### config.mk
export PLATFORM = sky130hd
export DESIGN_NAME = pc_next_gen
export DESIGN_NICKNAME = d
export VERILOG_FILES = /design/src/rtl/pc_next_gen_pkg.sv /design/src/rtl/pc_redirect_buf.sv /design/src/rtl/pc_next_gen.sv
export SDC_FILE = /design/constraint.sdc
export NUM_CORES = 1
export LEC_CHECK = 0
export ABC_CLOCK_PERIOD_IN_PS = 3400
export CORE_MARGIN = 4
export CORE_UTILIZATION = 50
export DETAILED_ROUTE_END_ITERATION = 12
export PLACE_DENSITY = 0.86
export SETUP_SLACK_MARGIN = 0.15
export SYNTH_ARGS = -nofsm -noshare
export SYNTH_HDL_FRONTEND = slang
export SYNTH_SLANG_ARGS = --single-unit
### constraint.sdc
create_clock -name clk -period 3.4 [get_ports clk]
set_input_delay 0.68 -clock clk [delete_from_list [all_inputs] [get_ports clk]]
set_output_delay 0.68 -clock clk [all_outputs]
set_load 0.03 [all_outputs]
### src/rtl/pc_next_gen_pkg.sv
// Shared PC constants, trap FSM state encoding and redirect payload type
// used by the next-PC sequencer, PC register and fetch stage.
package pc_next_gen_pkg;

    localparam int unsigned XLEN = 32;

    localparam logic [XLEN-1:0] RESET_VECTOR = XLEN'(32'h0000_0000);
    localparam logic [XLEN-1:0] TRAP_VECTOR  = XLEN'(32'h0000_0100);
    localparam logic [XLEN-1:0] PC_INC       = XLEN'(4);

    typedef enum logic {
        RUN  = 1'b0,
        TRAP = 1'b1
    } trap_state_e;

    typedef struct packed {
        logic            valid;
        logic [XLEN-1:0] target;
    } redirect_t;

    // Instruction addresses must be word aligned.
    function automatic logic is_aligned(input logic [XLEN-1:0] addr);
        return addr[1:0] == 2'b00;
    endfunction

endpackage

### src/rtl/pc_redirect_buf.sv
// Buffers a redirect that arrives while stalled and merges it with the live
// redirect into one effective redirect (newest request wins).
module pc_redirect_buf
    import pc_next_gen_pkg::*;
(
    input  logic            clk,
    input  logic            rst_n,
    input  logic            stall,
    input  logic            redirect_valid,
    input  logic [XLEN-1:0] redirect_target,
    output redirect_t       eff_c,
    output logic            pend_v
);

    logic [XLEN-1:0] pend_q;

    // Capture while stalled; any unstalled cycle consumes the buffer.
    always_ff @(posedge clk or negedge rst_n) begin
        if (!rst_n) begin
            pend_v <= 1'b0;
            pend_q <= '0;
        end else if (stall) begin
            if (redirect_valid) begin
                pend_v <= 1'b1;
                pend_q <= redirect_target;
            end
        end else begin
            pend_v <= 1'b0;
        end
    end

    always_comb begin
        eff_c = '0;
        if (redirect_valid) begin
            eff_c.valid  = 1'b1;
            eff_c.target = redirect_target;
        end else if (pend_v) begin
            eff_c.valid  = 1'b1;
            eff_c.target = pend_q;
        end
    end

endmodule

### src/rtl/pc_next_gen.sv
// Next-PC sequencer: selects increment, hold, redirect or trap vector and
// tracks misaligned-redirect trap status with a two-state FSM.
module pc_next_gen
    import pc_next_gen_pkg::*;
(
    input  logic            clk,
    input  logic            rst_n,
    input  logic [XLEN-1:0] pc,
    input  logic            stall,
    input  logic            redirect_valid,
    input  logic [XLEN-1:0] redirect_target,
    input  logic            trap_clear,
    output logic [XLEN-1:0] pc_next,
    output logic            redirect_pending,
    output logic            misalign_trap,
    output logic            double_fault,
    output logic [XLEN-1:0] trap_pc
);

    trap_state_e     state_q;
    trap_state_e     state_d;
    redirect_t       eff;
    logic            misalign_d;
    logic            double_d;
    logic [XLEN-1:0] trap_pc_d;
    logic [XLEN-1:0] pc_mux;
    logic            misaligned;
    logic            trap_take;

    pc_redirect_buf u_redirect_buf (
        .clk             (clk),
        .rst_n           (rst_n),
        .stall           (stall),
        .redirect_valid  (redirect_valid),
        .redirect_target (redirect_target),
        .eff_c           (eff),
        .pend_v          (redirect_pending)
    );

    always_ff @(posedge clk or negedge rst_n) begin
        if (!rst_n) begin
            state_q       <= RUN;
            misalign_trap <= 1'b0;
            double_fault  <= 1'b0;
            trap_pc       <= '0;
        end else begin
            state_q       <= state_d;
            misalign_trap <= misalign_d;
            double_fault  <= double_d;
            trap_pc       <= trap_pc_d;
        end
    end

    // A trap_clear colliding with a new misaligned redirect re-arms the trap.
    always_comb begin
        state_d    = state_q;
        misalign_d = misalign_trap;
        double_d   = double_fault;
        trap_pc_d  = trap_pc;
        pc_mux     = pc + PC_INC;
        misaligned = eff.valid && !is_aligned(eff.target);
        trap_take  = !stall && misaligned && ((state_q == RUN) || trap_clear);

        if ((state_q == TRAP) && trap_clear) begin
            state_d    = RUN;
            misalign_d = 1'b0;
            double_d   = 1'b0;
        end

        if (stall) begin
            pc_mux = pc;
        end else if (eff.valid) begin
            if (!misaligned) begin
                pc_mux = eff.target;
            end else if (trap_take) begin
                pc_mux     = TRAP_VECTOR;
                state_d    = TRAP;
                misalign_d = 1'b1;
                double_d   = 1'b0;
                trap_pc_d  = eff.target;
            end else begin
                double_d = 1'b1;
            end
        end
    end

    assign pc_next = rst_n ? pc_mux : RESET_VECTOR;

endmodule

Word-level counts from Yosys, hierarchy flattened
Index checks and enable logic that the tools add are counted.
W data, S select, Z words.
{"block": "classes", "n_eq_ne": 1, "muxes": 24, "bitwise_logic": 2, "addsub": 1, "reduce_logical": 10}
{"operator": "$mux W32", "n": 5}
{"operator": "$mux W33", "n": 2}
{"operator": "$add A32 B3 Y32 const B", "n": 1}
{"operator": "$mux W1", "n": 17}
{"operator": "$logic_and A1 B1 Y1", "n": 4}
{"operator": "$reduce_and A4 Y1", "n": 1}
{"operator": "$logic_not A1 Y1", "n": 2}
{"operator": "$logic_not A2 Y1", "n": 1}
{"operator": "$ne A2 B1 Y1 const B", "n": 1}
{"operator": "$not A1 Y1", "n": 2}
{"operator": "$reduce_and A2 Y1", "n": 1}
{"operator": "$logic_or A1 B1 Y1", "n": 1}
{"block": "word_totals", "wordCells": 44, "out_inout_bits": 67, "ff_bits": 68}

Longest topological paths before layout
{"block": "logic_depth", "depth_word": 12, "mapped_depth": 8, "mapped_depth_nobuf": 6}

Cells and area by module
Synthesis repeated with hierarchy kept, for this count alone.
{"block": "unflattened", "hier_cells": 424, "area_unflattened_um2": 4344.2}
{"module": "pc_next_gen", "cells_each": 309, "instances": 1, "seq_area_each_um2": 875.8, "area_each_um2": 2658.8}
{"module": "pc_redirect_buf", "cells_each": 115, "instances": 1, "seq_area_each_um2": 825.8, "area_each_um2": 1685.4}

Least setup slack after synthesis
Ideal clock, no wire load.
{"block": "synth_path", "kind": "in2out", "startpoint": "in pc[2]", "endpoint": "out pc_next[26]", "path_stages": 5, "t_required_ps": 2720, "arrival_ps": 2413, "n_path_buf": 0, "path_slack_ps": 307, "cell_sequence": "ha_1 > nand3_1 > nor4_2 > nand4_1 > o311ai_1"}
{"block": "synth_between", "elab_chain_len": 6}
{"item": "start, declared", "line_no": "pc_next_gen.sv:8", "text": "input logic [XLEN-1:0] pc,"}
{"item": "$add A32 B3 Y32 (*)", "line_no": "pc_next_gen.sv:60", "text": "pc_mux = pc + PC_INC;"}
{"item": "$mux W32", "line_no": "pc_next_gen.sv:75", "text": "end else if (trap_take) begin"}
{"item": "$mux W32", "line_no": "pc_next_gen.sv:73", "text": "if (!misaligned) begin"}
{"item": "$mux W32 (*)", "line_no": "pc_next_gen.sv:72", "text": "end else if (eff.valid) begin"}
{"item": "$mux W32 (*)", "line_no": "pc_next_gen.sv:70", "text": "if (stall) begin"}
{"item": "$mux W32 (*)", "line_no": "pc_next_gen.sv:87", "text": "assign pc_next = rst_n ? pc_mux : RESET_VECTOR;"}
{"item": "end, declared", "line_no": "pc_next_gen.sv:13", "text": "output logic [XLEN-1:0] pc_next,"}
Mark *: on every way between the ends. The rest lies on a longest branch, timed or not.

Final worst setup path
{"block": "layout_path", "startpoint": "in pc[6]", "endpoint": "out pc_next[25]"}
Same word-level chain as after synthesis.

==> qor.yml <==
async_flop_share: 1.00
hold_buffers: 0
die_area_sq_um: 9710
syn_avg_cell_area_sq_um: 9.30
finalInstanceArea_sq_um: 6450
r2r_start: "u_redirect_buf.pend_v"
portBuffers: 135
antenna_cells: 0
postRouteAntennaNets: 0
grt_usage: 0.324
grt_antenna_before_repair: 0
startpoint_type: "primary input"
highest_layer: "met4"
ys.flop_type: "dfrtp_1"
fp.dieW_um: 98.6
met2_length_um: 7970
yosys.cell_types.count: 56
critical_path_class: "primary input to primary output"
path_clk_slew_ps: 80
period_needed_ps: 3260
drive_above_1_share: 0.327
slew_viol_final: 0
yosysSeqAreaShare: 0.415
grt_pass1_wl_um: 25300
h-tree-depth: 3
relSlewSlack: 0.684
vias: 5000
r2r_setup_slack_ps: 1350
totalWireLength_um: 16900
cp.required_ps: 2720
outcome: "finished clean"
overflow: 0
finish.utilization: 0.821
first_pass_iters: 8
num_rows: 32
place_hpwl_um: 11200
worstMarginPinSlew_ps: 473
tns_ps: 0
initial_core_util: 0.522
cts_buffers: 9
syn_area_sq_um: 4100
die_h_um: 98.6
wl_per_cell_um: 22.5
ir_drop_uv: 412
leakagePower_nw: 2.84
grt_pass1_vias: 4916
ff2ff_path_depth: 6
grt_max_degree: 59
core_sq_um: 7850
fillers: 448
wl_met1_um: 6080
met3_length_um: 1820
root_buffer: "clkbuf_8"
place_congestion: 0.987
cts_tree: "yes"
finClkSkew_ps: 11.8
ys_warn_count: 0
synth-edff-count: 0
r2r-end: "trap_pc[24]"
area_growth_pct: 57.2
pin_count: 136
hp-class: "primary input to asynchronous set/reset pin"
fmax_mhz: 307
drt_iter0_drc: 778
ys_ff_latch: 68
drc: 0
syn_inst: 441
postPlaceCellArea_sq_um: 6020
multi_input_area_sq_um: 2380
cap_viol_max_count: 0
syn_nets: 511
arrival_ps: 2580
setup_viol: 0
clock_latency_ps: 350
rsz0062_at_grt: "no"
cts_max_path_buffers: 2
fin_crit_sh: 0.958
power_density_nw_per_um2: 454
avgViaCountPerCell: 6.64
nNetsFinal: 716
end_kind: "primary output"
ff_latch_area_sq_um: 1700
hold_violations: 0
crit_path_max_fanout: 3
cts.sinks: 68
==> timing repair <==
item | CTS | global route
resized for setup | 85 | 36
buffers inserted | 10 | 3
pin swaps | 14 | 12
setup endpoints to repair | 32 | 22
==> through the flow <==
stage / hold slack, ps / worst slack, ps / power, W / instances
after floorplan: 384 / 307 / 0.00164 / 441
after global placement: 487 / -385 / 0.00216 / 724
after detailed placement: 494 / -507 / 0.00220 / 724
after CTS: 330 / 156 / 0.00287 / 750
after global routing: 336 / 65.0 / 0.00304 / 753
final: 318 / 142 / 0.00293 / 753
==> state kept, by name, summed over array words and instances (netlist names) <==
name / cells
u_redirect_buf.pend_q: 32
double_fault: 1
misalign_trap: 1
trap_pc: 32
state_q: 1
u_redirect_buf.pend_v: 1
==> report_power, final <==
group	total, W	internal [W]	switching (W)
Combinational	0.00119	0.000525	0.000664
Sequential	0.00106	0.000964	0.0000969
Clock	0.000680	0.000342	0.000338
Total	0.00293	0.00183	0.00110
==> cells by family (layout without fill, tap and decap cells) <==
logic type	after synthesis	after routing	synth area share
compound gates	135	135	0.226
fa+ha+maj	1	1	0.00305
xor+xnor	1	1	0.00214
flops	68	68	0.415
simple gates	149	149	0.185
mux	47	47	0.127
buf+inv	40	250	0.0418
==> routing by layer <==
| layer | global-route usage | vias up |
|---|---|---|
| met3 | 0.0934 | 131 |
| met5 | 0 | - |
| met2 | 0.536 | 447 |
| met1 | 0.388 | 2334 |
| met4 | 0.158 | 0 |
| li1 | - | 2088 |
==> worst max-delay path by stage <==
stage / from / endpoint / slack [ps]
2_1_floorplan: pc[2] / pc_next[26] / 310
3_3_place_gp: redirect_valid / pc_next[7] / -390
3_5_place_dp: trap_clear / pc_next[16] / -510
4_1_cts: pc[2] / pc_next[28] / 160
5_1_grt: pc[6] / pc_next[21] / 70
6_report: pc[6] / pc_next[25] / 140
==> synthesized netlist by cell type (all sizes together) (7+ instances only) <==
library cell | number | area (sq um)
dfrtp | 68 | 1700
nor2 | 55 | 206
mux2 | 40 | 450
a21oi | 36 | 180
nand2 | 32 | 120
a22oi | 29 | 218
nand3 | 19 | 95.1
buf | 18 | 88.8
clkbuf | 15 | 56.3
o21ai | 15 | 75.1
nand4 | 9 | 71.3
a22o | 8 | 70.1
inv | 7 | 26.3
mux2i | 7 | 70.1
o211ai | 7 | 52.6
==> cells in the final DEF, fill, tap and decap left out, types with 7 or more instances in the layout <==
cell,count
a21oi_1,36
a22o_1,8
a22oi_1,29
buf_4,97
buf_6,14
clkbuf_2,7
clkbuf_8,9
clkdlybuf4s50_1,74
dfrtp_1,67
dlygate4sd2_1,20
mux2_2,40
mux2i_1,7
nand2_1,30
nand3_1,18
nand4_1,8
nor2_1,54
o211ai_1,7
o21ai_0,8
==> critical path, cell delays in order <==
cell and delay [ps]:
dlygate4sd2_1 270, nand4_1 160, buf_4 180, nor4_4 310, buf_4 180, buf_4 100, nand3_1 100, mux2i_1 150
o221ai_1 240, buf_4 210
==> final cells by class <==
cell class | instances | share of cell area
Multi-Input combinational cell | 333 | 0.369
Timing Repair Buffer | 227 | 0.313
Sequential cell | 68 | 0.264
Clock buffer | 11 | 0.0204
Tap cell | 102 | 0.0198
Clock inverter | 5 | 0.00970
Inverter | 7 | 0.00408
Power figures use the tool's default switching activity.
